File: src/rtl/masked_share_gen_pkg.sv
// Shared types, defaults and LFSR helper for the masked share generator.
package masked_pkg;

  localparam int unsigned LFSR_W = 32;

  localparam logic [LFSR_W-1:0] DEF_POLY = 32'h8020_0003;
  localparam logic [LFSR_W-1:0] DEF_SEED = 32'h0000_0005;

  typedef enum logic {
    IDLE,
    SEND
  } state_e;

  // Right-shifting Galois LFSR advanced by three steps (one per mask/refresh bit consumed).
  function automatic logic [LFSR_W-1:0] lfsr_step3(input logic [LFSR_W-1:0] state,
                                                   input logic [LFSR_W-1:0] poly);
    logic [LFSR_W-1:0] s;
    s = state;
    for (int unsigned i = 0; i < 3; i++) begin
      s = {1'b0, s[LFSR_W-1:1]} ^ (s[0] ? poly : '0);
    end
    return s;
  endfunction

endpackage

File: src/rtl/masked_share_gen_lfsr.sv
// 32-bit Galois LFSR: reset to SEED, reload (zero replaced by SEED), advance by 3.
module masked_lfsr
  import masked_pkg::*;
#(
  parameter logic [LFSR_W-1:0] SEED = DEF_SEED,
  parameter logic [LFSR_W-1:0] POLY = DEF_POLY
) (
  input  logic              clk,
  input  logic              rst_n,
  input  logic              load_i,
  input  logic [LFSR_W-1:0] seed_i,
  input  logic              adv_i,
  output logic [2:0]        bits_o
);

  logic [LFSR_W-1:0] lfsr_q;

  // State register; load has priority over advance, the top never asserts both.
  always_ff @(posedge clk) begin
    if (!rst_n) begin
      lfsr_q <= SEED;
    end else if (load_i) begin
      lfsr_q <= (seed_i == '0) ? SEED : seed_i;
    end else if (adv_i) begin
      lfsr_q <= lfsr_step3(lfsr_q, POLY);
    end
  end

  assign bits_o = lfsr_q[2:0];

endmodule

File: src/rtl/masked_share_gen.sv
// Streams operands a,b LSB-first as registered 2-share Boolean bits plus a refresh bit.
module masked_share_gen
  import masked_pkg::*;
#(
  parameter int unsigned       W    = 8,
  parameter logic [LFSR_W-1:0] SEED = DEF_SEED,
  parameter logic [LFSR_W-1:0] POLY = DEF_POLY
) (
  input  logic              clk,
  input  logic              rst_n,
  input  logic              in_valid,
  output logic              in_ready,
  input  logic [W-1:0]      a,
  input  logic [W-1:0]      b,
  input  logic              seed_load,
  input  logic [LFSR_W-1:0] seed_in,
  output logic              out_valid,
  input  logic              out_ready,
  output logic              A0,
  output logic              A1,
  output logic              B0,
  output logic              B1,
  output logic              r0,
  output logic              out_last
);

  localparam int unsigned      IDX_W    = (W > 1) ? $clog2(W) : 1;
  localparam logic [IDX_W-1:0] LAST_IDX = IDX_W'(W - 1);

  state_e           state_q, state_d;
  logic [W-1:0]     a_q, a_d, b_q, b_d;
  logic [IDX_W-1:0] idx_q, idx_d, nxt_idx;
  logic             a0_q, a0_d, a1_q, a1_d, b0_q, b0_d, b1_q, b1_d, r0_q, r0_d;
  logic             last_q, last_d, valid_q, valid_d;

  logic             lfsr_load, beat_en, beat_a, beat_b, beat_last;
  logic [2:0]       mask;

  masked_lfsr #(
    .SEED (SEED),
    .POLY (POLY)
  ) u_lfsr (
    .clk    (clk),
    .rst_n  (rst_n),
    .load_i (lfsr_load),
    .seed_i (seed_in),
    .adv_i  (beat_en),
    .bits_o (mask)
  );

  // Next-state: FSM, operand capture and beat load from the current LFSR masks.
  always_comb begin
    state_d   = state_q;
    a_d       = a_q;
    b_d       = b_q;
    idx_d     = idx_q;
    a0_d      = a0_q;
    a1_d      = a1_q;
    b0_d      = b0_q;
    b1_d      = b1_q;
    r0_d      = r0_q;
    last_d    = last_q;
    valid_d   = valid_q;
    in_ready  = 1'b0;
    lfsr_load = 1'b0;
    beat_en   = 1'b0;
    beat_a    = 1'b0;
    beat_b    = 1'b0;
    beat_last = 1'b0;
    nxt_idx   = idx_q + IDX_W'(1);

    unique case (state_q)
      IDLE: begin
        in_ready = ~seed_load;
        if (seed_load) begin
          lfsr_load = 1'b1;
        end else if (in_valid) begin
          a_d       = a;
          b_d       = b;
          idx_d     = '0;
          beat_en   = 1'b1;
          beat_a    = a[0];
          beat_b    = b[0];
          beat_last = (LAST_IDX == '0);
          state_d   = SEND;
        end
      end
      SEND: begin
        if (out_ready) begin
          if (idx_q == LAST_IDX) begin
            valid_d = 1'b0;
            last_d  = 1'b0;
            state_d = IDLE;
          end else begin
            idx_d     = nxt_idx;
            beat_en   = 1'b1;
            beat_a    = a_q[nxt_idx];
            beat_b    = b_q[nxt_idx];
            beat_last = (nxt_idx == LAST_IDX);
          end
        end
      end
      default: state_d = IDLE;
    endcase

    if (beat_en) begin
      a1_d    = mask[0];
      a0_d    = beat_a ^ mask[0];
      b1_d    = mask[1];
      b0_d    = beat_b ^ mask[1];
      r0_d    = mask[2];
      last_d  = beat_last;
      valid_d = 1'b1;
    end
  end

  // Registered state and share outputs; reset drops any partial stream.
  always_ff @(posedge clk) begin
    if (!rst_n) begin
      state_q <= IDLE;
      a_q     <= '0;
      b_q     <= '0;
      idx_q   <= '0;
      a0_q    <= 1'b0;
      a1_q    <= 1'b0;
      b0_q    <= 1'b0;
      b1_q    <= 1'b0;
      r0_q    <= 1'b0;
      last_q  <= 1'b0;
      valid_q <= 1'b0;
    end else begin
      state_q <= state_d;
      a_q     <= a_d;
      b_q     <= b_d;
      idx_q   <= idx_d;
      a0_q    <= a0_d;
      a1_q    <= a1_d;
      b0_q    <= b0_d;
      b1_q    <= b1_d;
      r0_q    <= r0_d;
      last_q  <= last_d;
      valid_q <= valid_d;
    end
  end

  assign out_valid = valid_q;
  assign out_last  = last_q;
  assign A0        = a0_q;
  assign A1        = a1_q;
  assign B0        = b0_q;
  assign B1        = b1_q;
  assign r0        = r0_q;

endmodule
File: config.mk
export PLATFORM = sky130hd
export DESIGN_NAME = masked_share_gen
export DESIGN_NICKNAME = d
export VERILOG_FILES = /design/src/rtl/masked_share_gen_pkg.sv /design/src/rtl/masked_share_gen_lfsr.sv /design/src/rtl/masked_share_gen.sv
export SDC_FILE = /design/constraint.sdc
export NUM_CORES = 1
export LEC_CHECK = 0
export ABC_AREA = 1
export CORE_MARGIN = 1
export CORE_UTILIZATION = 40
export CTS_BUF_LIST = sky130_fd_sc_hd__clkbuf_8 sky130_fd_sc_hd__clkbuf_16
export DETAILED_ROUTE_END_ITERATION = 10
export PLACE_DENSITY = 0.72
export RECOVER_POWER = 100
export SLEW_MARGIN = 10
export SYNTH_ARGS = -nofsm -noshare
export SYNTH_HDL_FRONTEND = slang
export SYNTH_SLANG_ARGS = --single-unit
File: constraint.sdc
create_clock -name clk -period 1.8 [get_ports clk]
set_input_delay 0.45 -clock clk [delete_from_list [all_inputs] [get_ports clk]]
set_output_delay 0.45 -clock clk [all_outputs]
set_load 0.03 [all_outputs]
==> out/metrics.yaml, run 1 <==
yosys:
  avgSynthCellArea_um2: 7.10
  synth_nets: 458
  syn_inst: 401
  synth.largest_area_cell: "dfxtp_1"
  netlist_top_cells_area: "dfxtp_1, nor2_1, nand2_1"
  syn_area_um2: 2850
  synth-seq-cells: 59
  seq_area_frac_synth_pct: 41.5
  synth_cell_types: 26
  synth_top_area_share_pct: 41.5
  synth_warnings: 0
floorplanning:
  rows: 30
  start_util_pct: 41.7
  die_w_um: 86.4
  boundaryPins: 61
  die_h_um: 86.4
  dieArea_um2: 7460
  core_area_um2: 6830
placement:
  dpl_cell_area_um2: 3660
  dpl.hpwl_um: 5090
  portBuffers: 60
  gp_congestion: 0.813
  place_inst: 562
grt:
  antenna_found_initial: 0
  grt_usage_pct: 20.1
  grt_pass1_wl_um: 11700
  grt_max_degree: 27
  grt_overflow: 0
  grt_pass1_vias: 2727
final_layout:
  syn_to_final_growth_pct: 34.2
  antenna_cells: 0
  layout.nets: 534
  drive_gt1_share_pct: 12.5
  layoutNonFillerInstCount: 577
  design_area_um2: 3820
  filler_cell_count: 672
setup_path:
  cp-start-kind: "primary input"
  critPathKind: "primary input to output port"
  worst_setup_path_end_kind: "output port"
  worst_path_most_repeated_cell: "buf_4"
  cp.required_ns: 1.35
  path_cells: "clkdlybuf4s50_1 -> nor2_4 -> buf_4 -> buf_4"
  crit_family: "buffers and inverters"
  slowest_delay_ns: 0.53
  worstPathArrival_ns: 1.31
  path_buf_inv: 3
  cp_max_fo: 2
  slowest_stage: "clkdlybuf4s50_1"
power_and_ir_drop:
  peakVddDrop_v: 0.000428
  power_per_cell_area_nw_per_um2: 888
  total_power_mw: 3.39
  power_leakage_nw: 1.65
clock_tree:
  cts_tree: "done"
  clkLatencyLatePin_ns: 0.33
  cts.sinks: 59
  cts_buffers: 9
  ctsHtreeMaxLevel: 3
  ctsLongestPathBuffers: 2
  hold_buffers: 0
  cts_setup_buffers: 0
  clockRootBuffer: "clkbuf_8"
  clk_pin_slew_ns: 0.06
sta:
  rsz0062_at_grt: "false"
  slew_headroom_pct: 74.2
  clock.fmax_mhz: 569
  final_max_slew_viol_count: 0
  skew_ns: 0.00372
  hold_viol_final: 0
  finalCritPeriodShare_pct: 97.6
  setup_viol: 0
  min_period_ns: 1.76
  tightest_slew_ns: 0.386
worst_hold_path:
  hold_class: "flip-flop to flip-flop"
flow_run:
  drv_cap: 0
detailed_routing:
  ant_nets: 0
  post_drt_via_cell_ratio: 4.83
  vias: 2789
  first_pass_iters: 4
  drt_iter0_drc: 119
  wl_um: 6890
  wl_per_cell_um: 11.9
  drc: 0
status:
  outcome: "complete, no violations"
cells in the mapped netlist:
cell type   n
xnor2_1     5
inv_2       1
o21ai_0    27
clkinv_1    1
buf_6       2
nand3_1    21
inv_4       1
o21ai_1    26
nand2_1    66
nand2_2     2
buf_1       2
nand2_4     3
or2_2       1
clkbuf_1    6
buf_2       8
nor2_2      2
nor3_2     15
a21oi_1    25
a31oi_1    12
nand4_1     1
ha_1        4
nor3_1      3
dfxtp_1    59
inv_1      33
buf_4       2
nor2_1     73
per-layer routing:
metal	up-vias	GRT usage (%)	wire [um]
li1	1457	-	-
met1	1257	23.3	3130
met2	67	35.1	3370
met3	8	6.00	304
met4	0	7.12	89
met5	-	0	0
stage by stage:
step,TNS (ns),hold slack (ns),setup WS [ns],utilization [%]
finish,0,0.451,0.0441,56.0
global route,0,0.474,0.0172,56.0
CTS,0,0.455,0.0180,56.3
detailed placement,-1.94,0.445,-0.133,53.6
global placement,-1.03,0.442,-0.0988,53.6
floorplan,0,0.424,0.272,-
path summary, 6_finish.rpt:
check / startpoint / end / slack [ns] / cells past startpoint
hold reg to reg: b_q[3] / b_q[3] / 0.45 / 2
hold / removal: b_q[3] / b_q[3] / 0.45 / 2
setup reg to reg: idx_q[0] / u_lfsr.lfsr_q[8] / 0.11 / 10
setup / recovery: seed_load / in_ready / 0.04 / 4
power breakdown:
part	total [mW]	internal (mW)	switching (mW)
logic	0.690	0.322	0.368
clock network	1.19	0.695	0.499
registers	1.51	1.43	0.0782
total	3.39	2.45	0.946
tightest hold or removal path: cells and delay by family (launching register included):
kind            cells  cell delay, ns
buf+inv             1            0.06
compound gates      1            0.05
flops               1            0.30
cells by family after synthesis:
group | synth area share [%]
compound gates | 16.3
xor+xnor | 1.54
fa+ha+maj | 1.76
buf+inv | 8.61
flops | 41.5
simple gates | 30.3
state kept, by name, indices dropped and copies added, names as in the netlist:
name,cells
u_lfsr.lfsr_q,32
a_q,8
b_q,8
idx_q,3
A0,1
A1,1
B0,1
B1,1
out_last,1
out_valid,1
r0,1
state_q,1
placed cells by master (no fill, tap or decap), types with 5 or more instances in the layout:
master / count
nand2_1: 68
nor3_2: 15
dfxtp_1: 59
clkbuf_8: 11
nor2_1: 73
o21ai_0: 31
a31oi_1: 12
nand3_1: 21
buf_4: 18
a21oi_1: 25
xnor2_1: 5
inv_1: 35
dlygate4sd2_1: 7
clkdlybuf4s50_1: 52
o21ai_1: 22
final cells by class:
cell class / instances / area [um2] / area share [%]
clock buffer: 11 / 151 / 3.96
multi-input combinational: 286 / 1420 / 37.1
inverter: 36 / 138 / 3.60
timing repair buffer: 85 / 772 / 20.2
tap: 96 / 120 / 3.14
sequential: 59 / 1180 / 30.9
clock inverter: 4 / 42.5 / 1.11
timing repair:
action                     in CTS  in global routing
cloned                          0                  0
gates resized for setup         7                  1
hold endpoints to repair        0                  0
setup endpoints to repair       7                  1
Note: power is estimated with default switching activity, not from simulation.
==> run 2, diff against run 1 <==
Clock period 1.8 ns to 2.1 ns, I/O delays scaled along.
==> run 2 against run 1 <==
Compared with the run above: sequential power down 15%; wire length down 5.5%; clock skew up 0.0053 ns; sequential share of layout area up 0.65 points; design area down 2.1%; global-route usage down 0.90 points; largest cell class unchanged; largest power group unchanged.
==> out/metrics.yaml, run 2 (same netlist as run 1, synthesis figures left out) <==
final_layout:
  regMostFlops: "u_lfsr.lfsr_q"
  antenna_cells: 0  # unchanged
  reg_top3: "u_lfsr.lfsr_q: 32 flops, a_q: 8 flops, b_q: 8 flops"
  layout_commonest_cell: "nor2_1"
  filler_cell_count: 691  # +2.8%
  syn_to_final_growth_pct: 31.4
  largest_reg_flops: 32  # unchanged
  layout.cells.most_common_list: "nor2_1, nand2_1, dfxtp_1"
  drive_gt1_share_pct: 10.1  # -2.4 points
  layout.nets: 520  # -2.6%
setup_path:
  path_cells: "dlygate4sd3_1"
  crit_family: "buffers and inverters"
  critPathLaunch: "B1"
  cp.required_ns: 1.57  # +0.22 ns
  cp-start-kind: "flip-flop"
  slowest_delay_ns: 0.75  # +0.22 ns
  rr_startpoint: "idx_q[0]"
  critPathKind: "flip-flop to output port"
  slowest_stage: "dlygate4sd3_1"
  worstPathArrival_ns: 1.43  # +0.12 ns
  cp_max_fo: 2  # unchanged
  worst_setup_path_end_kind: "output port"
  path_buf_inv: 1  # -2
grt:
  grt_usage_pct: 19.2  # -0.90 points
  grt_overflow: 0  # unchanged
  grt_pass1_wl_um: 11300  # -3.6%
  grt_pass1_vias: 2578  # -5.5%
  antenna_found_initial: 0  # unchanged
  grt_max_degree: 33  # +22%
detailed_routing:
  wl_um: 6520  # -5.5%
  post_drt_via_cell_ratio: 4.87  # +0.72%
  drc: 0  # unchanged
  ant_nets: 0  # unchanged
  vias: 2741  # -1.7%
  first_pass_iters: 4  # unchanged
  drt_iter0_drc: 96  # -19%
  wl_per_cell_um: 11.6  # -3.1%
sta:
  clock.fmax_mhz: 511
  min_period_ns: 1.96
  rsz0062_at_grt: "false"
  slew_headroom_pct: 74.4  # +0.14 points
  tightest_slew_ns: 0.384  # -0.00213 ns
  final_max_slew_viol_count: 0  # unchanged
  setup_viol: 0  # unchanged
  finalCritPeriodShare_pct: 93.3
  hold_viol_final: 0  # unchanged
  tns_ns: 0  # unchanged
  skew_ns: 0.00897  # +0.00526 ns
floorplanning:
  boundaryPins: 61  # unchanged
  die_w_um: 86.4  # unchanged
  core_area_um2: 6830  # unchanged
  dieArea_um2: 7460  # unchanged
  rows: 30  # unchanged
  start_util_pct: 41.7  # unchanged
  die_h_um: 86.4  # unchanged
power_and_ir_drop:
  power_per_cell_area_nw_per_um2: 763  # -14%
  peakVddDrop_v: 0.000325  # -24%
  power_leakage_nw: 1.60  # -3.5%
  total_power_mw: 2.86  # -16%
worst_hold_path:
  hold_class: "flip-flop to flip-flop"
  hp-start: "b_q[3]"
clock_tree:
  ctsLongestPathBuffers: 2  # unchanged
  clk_pin_slew_ns: 0.06  # about the same
  cts_buffers: 9  # unchanged
  ctsHtreeMaxLevel: 3  # unchanged
  clockRootBuffer: "clkbuf_8"
  cts.sinks: 59  # unchanged
  hold_buffers: 0  # unchanged
  cts_setup_buffers: 0  # unchanged
  cts_tree: "done"
  clkLatencyLatePin_ns: 0.33  # about the same
  ctsResizeCount: 0  # -7
flow_run:
  drv_cap: 0  # unchanged
placement:
  portBuffers: 60  # unchanged
  gp_congestion: 0.821  # +0.89%
  dpl.hpwl_um: 4750  # -6.7%
status:
  outcome: "complete, no violations"
[run 2: cell count changes in the layout (fill, tap and decap cells not counted), moves of 2 or more]
cell	before	now
buf_4	18	8
clkbuf_1	2	0
clkbuf_2	4	2
dlygate4sd2_1	7	0
dlygate4sd3_1	0	7
o21ai_0	31	38
o21ai_1	22	15
[run 2: area by class of cell]
type                            instances  area [um2]  share of cell area, %
Inverter                               36         138                   3.68
Timing Repair Buffer                   71         701                   18.7
Sequential cell                        59        1180                   31.6
Clock inverter                          4        42.5                   1.14
Clock buffer                           11         151                   4.04
Multi-Input combinational cell        286        1410                   37.7
Tap cell                               96         120                   3.21
[run 2: path summary, 6_finish.rpt]
check                                    endpoint  slack (ns)  depth (start not counted)
worst max-delay path                           B1        0.14                          1
worst min-delay path                       b_q[3]        0.45                          2
worst max register to register  u_lfsr.lfsr_q[12]        0.28                          9
worst min register to register             b_q[3]        0.45                          2
[run 2: where the power goes]
group | leakage (nW) | total, mW | internal [mW] | switching [mW]
registers | 0.488 | 1.29 | 1.23 | 0.0648
logic | 1.00 | 0.565 | 0.260 | 0.304
clock network | 0.108 | 1.00 | 0.595 | 0.405
[run 2: layer usage]
layer  vias to the layer above  routed length (um)  track usage (%)
li1                       1432                   -                -
met1                      1234                3040             23.6
met2                        67                3100             33.0
met3                         8                 312             4.76
met4                         0                  69             6.06
met5                         -                   0                0
[run 2: per-stage QoR]
step	hold WS, ns	std cells	cell area [um2]	util (%)	setup slack (ns)
finish	0.452	563	3740	54.8	0.141
detailed placement	0.444	548	3570	52.2	0.0559
global route	0.481	563	3740	54.8	0.0858
floorplan	0.424	401	2850	-	0.497
global placement	0.443	548	3570	52.2	0.124
CTS	0.454	563	3760	55.1	0.181
